<file path="src/rtl/riscv_pkg.sv">
// Shared fetch-stage types and constants: FSM state encoding and the NOP
// instruction that fills an empty fetch buffer.
package riscv_pkg;

  localparam int unsigned XLEN = 32;

  // addi x0, x0, 0
  localparam logic [XLEN-1:0] NOP_INSTR = 32'h0000_0013;

  typedef enum logic [2:0] {
    IDLE = 3'd0,
    REQ  = 3'd1,
    WAIT = 3'd2,
    FULL = 3'd3,
    DROP = 3'd4
  } fetch_state_t;

endpackage

</file>
<file path="src/rtl/if_fetch_unit_if.sv">
// Bus bundle between the fetch unit, the PC register, instruction memory and
// decode. The fetch unit takes the master modport.
interface if_fetch_unit_if;
  import riscv_pkg::*;

  // Handshakes: a memory request transfers on a cycle with imem_req && imem_gnt,
  // and its data returns on a later cycle with imem_rvalid (at most one in
  // flight). An instruction transfers to decode on a cycle with
  // instr_valid && instr_ready; instr/instr_pc stay stable while valid and not
  // ready. stall low lets the PC register load its next value at the edge.
  logic [XLEN-1:0] pc;
  logic            stall;
  logic            flush;
  logic            imem_req;
  logic [XLEN-1:0] imem_addr;
  logic            imem_gnt;
  logic            imem_rvalid;
  logic [XLEN-1:0] imem_rdata;
  logic [XLEN-1:0] instr;
  logic [XLEN-1:0] instr_pc;
  logic            instr_valid;
  logic            instr_ready;

  modport master (
    input  pc, flush, imem_gnt, imem_rvalid, imem_rdata, instr_ready,
    output stall, imem_req, imem_addr, instr, instr_pc, instr_valid
  );

  modport slave (
    output pc, flush, imem_gnt, imem_rvalid, imem_rdata, instr_ready,
    input  stall, imem_req, imem_addr, instr, instr_pc, instr_valid
  );

endinterface

</file>
<file path="src/rtl/fetch_buf.sv">
// One-entry buffer holding the instruction handed to decode. Clear wins over
// load; with neither asserted the entry holds.
module fetch_buf
  import riscv_pkg::*;
(
  input  logic            clk,
  input  logic            rst,
  input  logic            load_i,
  input  logic            clear_i,
  input  logic [XLEN-1:0] instr_i,
  input  logic [XLEN-1:0] pc_i,
  output logic [XLEN-1:0] instr_o,
  output logic [XLEN-1:0] pc_o,
  output logic            valid_o
);

  logic [XLEN-1:0] instr_q, instr_d;
  logic [XLEN-1:0] pc_q, pc_d;
  logic            valid_q, valid_d;

  // Clearing restores the NOP but keeps the last address for debug visibility.
  always_comb begin
    instr_d = instr_q;
    pc_d    = pc_q;
    valid_d = valid_q;
    if (clear_i) begin
      instr_d = NOP_INSTR;
      valid_d = 1'b0;
    end else if (load_i) begin
      instr_d = instr_i;
      pc_d    = pc_i;
      valid_d = 1'b1;
    end
  end

  always_ff @(posedge clk) begin
    if (rst) begin
      instr_q <= NOP_INSTR;
      pc_q    <= '0;
      valid_q <= 1'b0;
    end else begin
      instr_q <= instr_d;
      pc_q    <= pc_d;
      valid_q <= valid_d;
    end
  end

  assign instr_o = instr_q;
  assign pc_o    = pc_q;
  assign valid_o = valid_q;

endmodule

</file>
<file path="src/rtl/if_fetch_unit.sv">
// Instruction fetch: issues one memory read per instruction, buffers the
// result for decode and holds the PC until decode consumes it.
module if_fetch_unit
  import riscv_pkg::*;
(
  input  logic                 clk,
  input  logic                 rst,
  if_fetch_unit_if.master      bus,
  output fetch_state_t         state_o
);

  fetch_state_t    state_q, state_d;
  logic [XLEN-1:0] req_addr_q, req_addr_d;
  logic            buf_load;
  logic            buf_clear;
  logic            imem_req;
  logic [XLEN-1:0] buf_instr;
  logic [XLEN-1:0] buf_pc;
  logic            buf_valid;

  always_comb begin
    state_d    = state_q;
    req_addr_d = req_addr_q;
    buf_load   = 1'b0;
    buf_clear  = 1'b0;
    imem_req   = 1'b0;
    case (state_q)
      IDLE: state_d = REQ;
      REQ: begin
        imem_req = 1'b1;
        // A grant coinciding with a redirect still owes us a response to drain.
        if (bus.flush) begin
          state_d = bus.imem_gnt ? DROP : REQ;
        end else if (bus.imem_gnt) begin
          req_addr_d = bus.pc;
          state_d    = WAIT;
        end
      end
      WAIT: begin
        if (bus.flush) begin
          state_d = bus.imem_rvalid ? REQ : DROP;
        end else if (bus.imem_rvalid) begin
          buf_load = 1'b1;
          state_d  = FULL;
        end
      end
      FULL: begin
        if (bus.flush || bus.instr_ready) begin
          buf_clear = 1'b1;
          state_d   = REQ;
        end
      end
      DROP: begin
        if (bus.imem_rvalid) state_d = REQ;
      end
      default: state_d = IDLE;
    endcase
  end

  always_ff @(posedge clk) begin
    if (rst) begin
      state_q    <= IDLE;
      req_addr_q <= '0;
    end else begin
      state_q    <= state_d;
      req_addr_q <= req_addr_d;
    end
  end

  fetch_buf u_fetch_buf (
    .clk     (clk),
    .rst     (rst),
    .load_i  (buf_load),
    .clear_i (buf_clear),
    .instr_i (bus.imem_rdata),
    .pc_i    (req_addr_q),
    .instr_o (buf_instr),
    .pc_o    (buf_pc),
    .valid_o (buf_valid)
  );

  // The PC advances once per consumed instruction, or jumps on a redirect.
  assign bus.stall       = ~((buf_valid & bus.instr_ready) | bus.flush);
  assign bus.imem_req    = imem_req;
  assign bus.imem_addr   = bus.pc;
  assign bus.instr       = buf_instr;
  assign bus.instr_pc    = buf_pc;
  assign bus.instr_valid = buf_valid;
  assign state_o         = state_q;

endmodule

</file>
<file path="src/flat_wrapper.sv">
// flat-port wrapper written by rule: the top's interface ports become plain ports
module if_fetch_unit_flat import riscv_pkg::*;
  (clk, rst, state_o, bus_pc, bus_flush, bus_imem_gnt, bus_imem_rvalid, bus_imem_rdata, bus_instr_ready, bus_stall, bus_imem_req, bus_imem_addr, bus_instr, bus_instr_pc, bus_instr_valid);
  if_fetch_unit_if bus_i ();
  input  logic clk;
  input  logic rst;
  output fetch_state_t state_o;
  input wire logic [$bits(bus_i.pc)-1:0] bus_pc;
  input wire logic [$bits(bus_i.flush)-1:0] bus_flush;
  input wire logic [$bits(bus_i.imem_gnt)-1:0] bus_imem_gnt;
  input wire logic [$bits(bus_i.imem_rvalid)-1:0] bus_imem_rvalid;
  input wire logic [$bits(bus_i.imem_rdata)-1:0] bus_imem_rdata;
  input wire logic [$bits(bus_i.instr_ready)-1:0] bus_instr_ready;
  output wire logic [$bits(bus_i.stall)-1:0] bus_stall;
  output wire logic [$bits(bus_i.imem_req)-1:0] bus_imem_req;
  output wire logic [$bits(bus_i.imem_addr)-1:0] bus_imem_addr;
  output wire logic [$bits(bus_i.instr)-1:0] bus_instr;
  output wire logic [$bits(bus_i.instr_pc)-1:0] bus_instr_pc;
  output wire logic [$bits(bus_i.instr_valid)-1:0] bus_instr_valid;
  assign bus_i.pc = bus_pc;
  assign bus_i.flush = bus_flush;
  assign bus_i.imem_gnt = bus_imem_gnt;
  assign bus_i.imem_rvalid = bus_imem_rvalid;
  assign bus_i.imem_rdata = bus_imem_rdata;
  assign bus_i.instr_ready = bus_instr_ready;
  assign bus_stall = bus_i.stall;
  assign bus_imem_req = bus_i.imem_req;
  assign bus_imem_addr = bus_i.imem_addr;
  assign bus_instr = bus_i.instr;
  assign bus_instr_pc = bus_i.instr_pc;
  assign bus_instr_valid = bus_i.instr_valid;
  if_fetch_unit u_core (.clk(clk), .rst(rst), .bus(bus_i), .state_o(state_o));
endmodule
</file>
<file path="config.mk">
export PLATFORM = sky130hd
export DESIGN_NAME = if_fetch_unit_flat
export DESIGN_NICKNAME = d
export VERILOG_FILES = /design/src/rtl/riscv_pkg.sv /design/src/rtl/if_fetch_unit_if.sv /design/src/rtl/fetch_buf.sv /design/src/rtl/if_fetch_unit.sv /design/src/flat_wrapper.sv
export SDC_FILE = /design/constraint.sdc
export NUM_CORES = 1
export LEC_CHECK = 0
export ABC_CLOCK_PERIOD_IN_PS = 1800
export CAP_MARGIN = 20
export CELL_PAD_IN_SITES_DETAIL_PLACEMENT = 0
export CELL_PAD_IN_SITES_GLOBAL_PLACEMENT = 1
export CORE_UTILIZATION = 44
export CTS_CLUSTER_DIAMETER = 50
export CTS_CLUSTER_SIZE = 12
export DETAILED_ROUTE_END_ITERATION = 10
export DONT_BUFFER_PORTS = 1
export GPL_TIMING_DRIVEN = 0
export PLACE_DENSITY = 0.87
export SLEW_MARGIN = 15
export SYNTH_ARGS = -nofsm -noshare
export SYNTH_HDL_FRONTEND = slang
export SYNTH_SLANG_ARGS = --single-unit
export TNS_END_PERCENT = 5
</file>
<file path="constraint.sdc">
create_clock -name clk -period 1.8 [get_ports clk]
set_input_delay 0.09 -clock clk [delete_from_list [all_inputs] [get_ports clk]]
set_output_delay 0.09 -clock clk [all_outputs]
set_load 0.05 [all_outputs]
</file>
After elaboration in Yosys (flattened, before gate mapping)
Cells that the tools add are included.
{"block": "word_totals", "in_bits": 70, "output_inout_bits": 102, "reg_bits": 100}
{"block": "classes", "n_eq_ne": 8, "muxes": 15, "bitwise": 5, "n_reduce_logical": 6}
{"operator": "3-bit 2-to-1 mux", "count": 8}
{"operator": "3-bit one-hot mux with 5 select lines", "count": 1}
{"operator": "3-bit by 2-bit equality test with 1-bit output, second input constant", "count": 2}
{"operator": "1-bit 2-to-1 mux", "count": 6}
{"operator": "3-bit != test, second input constant", "count": 2}
{"operator": "4-bit AND reduction", "count": 1}
{"operator": "3-bit by 1-bit equality test with 1-bit output, second input constant", "count": 1}
{"operator": "3-bit equality test, second input constant", "count": 1}
{"operator": "3-bit zero test", "count": 1}
{"operator": "1-bit NOT", "count": 3}
{"operator": "3-bit AND reduction", "count": 1}
{"operator": "2-bit by 1-bit != test with 1-bit output, second input constant", "count": 1}
{"operator": "2-bit != test, second input constant", "count": 1}
{"operator": "2-bit AND reduction", "count": 1}
{"operator": "2-bit OR reduction", "count": 1}
{"operator": "1-bit AND", "count": 1}
{"operator": "1-bit logical OR", "count": 1}
{"operator": "1-bit OR", "count": 1}

Depth between registers and ports, before layout
{"block": "depth", "ltp_word": 5, "mapped_depth": 6}

Cells and area by module
From an unflattened synthesis, not the netlist that was laid out.
{"block": "unflattened", "cells_unflattened": 448, "area_unflattened_um2": 4538.1}
{"module": "fetch_buf", "seq_area_each_um2": 1301.2, "cells_each": 253, "instances": 1, "area_per_inst_um2": 2665.1}
{"module": "if_fetch_unit", "seq_area_each_um2": 700.7, "cells_each": 195, "instances": 1, "area_per_inst_um2": 1873.0}

Worst setup path before layout
OpenSTA, ideal clock, no wires.
{"block": "synth_path", "path_kind": "register -> register", "startpoint": "register u_core.state_q[0] (netlist: u_core.state_o[0])", "endpoint": "register u_core.req_addr_q[22]", "path_stages_with_launch": 6, "arrival_time_ps": 1716, "slack_ps": 13, "n_path_buf": 1, "path_cell_list": "dfxtp_1 > or3b_1 > clkinv_2 > buf_6 > nand3_1 > a21oi_1"}
{"block": "synth_via", "elab_chain_cells": 2}
{"item": "start, declared", "line_no": "if_fetch_unit.sv:12", "text": "fetch_state_t state_q, state_d;"}
{"item": "start signal, assigned", "line_no": "if_fetch_unit.sv:65", "text": "state_q <= state_d;"}
{"item": "3-bit by 1-bit equality test with 1-bit output", "line_no": "if_fetch_unit.sv:27", "text": "case (state_q)"}
{"item": "3-bit AND reduction (no source line)"}
{"item": "end signal, assigned", "line_no": "if_fetch_unit.sv:66", "text": "req_addr_q <= req_addr_d;"}
{"item": "end, declared", "line_no": "if_fetch_unit.sv:13", "text": "logic [XLEN-1:0] req_addr_q, req_addr_d;"}
No other way between the ends.
A chain may end at the register's enable or synchronous reset.

Worst setup path in the final report
{"block": "layout_path", "startpoint": "register u_core.state_q[2] (netlist: u_core.state_o[2])", "endpoint": "register u_core.u_fetch_buf.pc_q[19] (netlist: u_core.u_fetch_buf.pc_o[19])"}
{"block": "layout_via", "elab_chain_cells": 4, "word_cells_on_any_way": 6, "classes_between": "eq/ne (2); mux (2); bitwise (1); reduce/logical (1)"}
{"item": "3-bit by 2-bit equality test with 1-bit output", "line_no": "if_fetch_unit.sv:27"}
{"item": "1-bit 2-to-1 mux", "line_no": "if_fetch_unit.sv:27"}
{"item": "1-bit NOT (no source line)"}
{"item": "2-bit AND reduction (no source line) *"}
{"item": "end signal, assigned", "line_no": "fetch_buf.sv:43", "text": "pc_q <= pc_d;"}
{"item": "end, declared", "line_no": "fetch_buf.sv:18", "text": "logic [XLEN-1:0] pc_q, pc_d;"}
Mark *: on every way between the ends. The rest lies on a longest branch, timed or not.

==> results.toml <==
[run_status]
outcome = "complete, no violations"

[route]
first_pass_iters = 4
num_vias = 3966
drc = 0
finalWirelength_mm = 12.11
drt-wirelength-per-cell_um = 17.43
via_per_inst = 5.706
initialDrtViolationCount = 146
ant_nets = 0

[sta]
fmax_mhz = 565.9
slew_viol_final = 0
hold_viol = 0
tightest_slew_ps = 653.0
slew_headroom_pct = 56.49
finClkSkew_ps = 7.474
setup_viol = 0
fin_crit_ps = 1767
finalWorstSetupSlack_ps = 33.00
setup_tns_ps = 0
period_share_pct = 98.17
rsz0062_at_grt = "yes"

[power]
p_per_area_nw_per_um2 = 841.6
ir_worst_vdd_mv = 0.3778
leakagePower_nw = 1.816

[clocking]
clk_pin_slew_worst_paths_ps = 90
cts_made_buffers = 9
cts_root_buffer = "clkbuf_8"
clockBufferDepth = 2
clkLatencyLatePin_ps = 370
cts_max_level = 3
cts_tree = "done"
clkSinkCount = 100

[setup_path]
cp_slowest_cell = "or4b_4"
worstPathMaxFanout = 10
critPathKind = "flop to flop"
critPathRequiredTime_ps = 2030
path_common_cell = "buf_6"
endpoint_kind = "flop"
start_kind = "flop"
cp.arrival_ps = 2000
cpPeakStageDelay_ps = 530
crit_chain = "buf_6 > or4b_4 > buf_6 > buf_6 > o21ai_1 > a21oi_1"

[synth]
ys_seq_elements = 100
synth_top_area_share_pct = 48.22
synth_area_um2 = 4151
syn-num-nets = 567
syn_area_per_cell_um2 = 8.353
syn_inst = 497
ys_seq_area_share_pct = 48.22
synth_top_cell_by_area = "dfxtp_1"
synthTopCellsByArea = "dfxtp_1 48%, a21oi_1 12%, nand3_1 11%"
yosys_warnings = 0
ys_types = 26

[grt]
grt_util_all_layers_pct = 24.20
grt_max_degree = 16
grt_pass1_vias = 3770
grt-ovfl-total = 0
antenna_found_initial = 0
grt_pass1_wl_mm = 18.70

[final_layout]
layout-drive-gt1-share_pct = 15.58
nFillCells = 823
syn2layout_area_growth_pct = 27.49
nets = 649
final_common_cell = "dfxtp_1"
layout_common_cells = "97 x dfxtp_1, 96 x a21oi_1, 94 x nand3_1"
diodes = 0

[die]
die_h_um = 99.14
dieArea_um2 = 9828
num_io_pins = 172
fp.dieW_um = 99.14
initial_core_util_pct = 45.14
rows = 35
coreArea_um2 = 9196

[placement]
dp_slack_ps = -348.9
portBuffers = 0
gp_congestion = 0.8145
dpl.hpwl_mm = 7.971

[hold_path]
hp-class = "input port to flop"

[flow_run]
maxCapViolCount = 0
[power breakdown]
part,total (mW),internal (mW),switching (mW)
logic,0.681,0.256,0.425
registers,2.29,2.24,0.0517
clock network,1.48,0.715,0.766
total,4.45,3.21,1.24
[layout make-up]
cell class / count / area [µm²] / share of cell area (%)
Sequential cell: 100 / 2013 / 38.04
Multi-Input combinational cell: 310 / 1650 / 31.18
Timing Repair Buffer: 71 / 710.7 / 13.43
Buffer: 84 / 560.5 / 10.59
Clock buffer: 12 / 155.1 / 2.931
Tap cell: 111 / 138.9 / 2.624
Clock inverter: 4 / 47.55 / 0.8983
Inverter: 3 / 16.27 / 0.3073
[worst max-delay path, delay by kind of cell (launching register included)]
family,cells,cell delay (ps)
flops,1,420
buf+inv,3,460
compound gates,2,220
simple gates,1,530
[sequential cells by signal, indices dropped and copies added (netlist names)]
name                        count
u_core.u_fetch_buf.instr_o     32
u_core.u_fetch_buf.valid_o      1
u_core.u_fetch_buf.pc_o        32
u_core.req_addr_q              32
u_core.state_o                  3
[stage by stage]
step	hold slack [ps]	power (mW)	util [%]	instances	cell area, µm²
global route	4.766	4.614	57.55	695	5293
finish	5.605	4.454	57.55	695	5293
CTS	3.286	4.450	56.88	694	5231
global placement	193.2	2.858	46.65	608	4290
detailed placement	192.5	2.864	46.65	608	4290
floorplan	179.7	2.773	-	497	4151
[final timing paths]
path | startpoint | end | slack [ps] | cells past startpoint
hold reg to reg | u_core.req_addr_q[20]$_SDFFE_PP0P_ | u_core.u_fetch_buf.pc_o[20]$_SDFFE_PP0P_ | 470 | 2
setup reg to reg | u_core.state_o[2]$_SDFFE_PP0P_ | u_core.u_fetch_buf.pc_o[19]$_SDFFE_PP0P_ | 30 | 6
hold / removal | rst | u_core.u_fetch_buf.instr_o[1]$_SDFFE_PP1P_ | 6 | 2
setup / recovery | u_core.state_o[2]$_SDFFE_PP0P_ | u_core.u_fetch_buf.pc_o[19]$_SDFFE_PP0P_ | 30 | 6
[cells by family after synthesis]
family                 count (synthesis)  synth area share, %
AND/OR/NAND/NOR                      112                14.20
flip-flops                           100                48.22
AO/OA/AOI/OAI                        198                24.56
buffers and inverters                 87                13.02
[synthesized netlist by cell type]
| master | instances |
|---|---|
| o21ai_1 | 58 |
| buf_1 | 4 |
| nor2b_1 | 1 |
| nand2b_1 | 3 |
| a211o_1 | 4 |
| dfxtp_1 | 100 |
| nand3b_1 | 1 |
| buf_2 | 8 |
| or3b_1 | 1 |
| or3b_2 | 1 |
| nor2_1 | 2 |
| nand3_1 | 94 |
| buf_4 | 32 |
| nor4b_2 | 1 |
| a21oi_1 | 97 |
| buf_6 | 11 |
| inv_1 | 2 |
| o21ai_2 | 2 |
| o21bai_1 | 1 |
| clkinv_2 | 1 |
| a2111oi_0 | 1 |
| clkbuf_1 | 29 |
| o21ai_0 | 35 |
| or4b_1 | 1 |
| and3_1 | 4 |
| nand2_1 | 3 |
[what timing repair did]
action / CTS / global route
hold buffers: 70 / 1
setup buffers: 0 / 0
gates resized for setup: 16 / 22
setup endpoints to repair: 101 / 75
hold endpoints to repair: 67 / 1
[metal layers]
metal | up-vias | GRT usage [%] | part of all wire [%]
met2 | 170 | 40.88 | 50
met5 | - | 0 | 0
li1 | 1899 | - | -
met1 | 1873 | 29.82 | 42
met4 | 0 | 10.97 | 2.5
met3 | 24 | 5.060 | 6.1
Note: power is estimated with default switching activity, not from simulation.
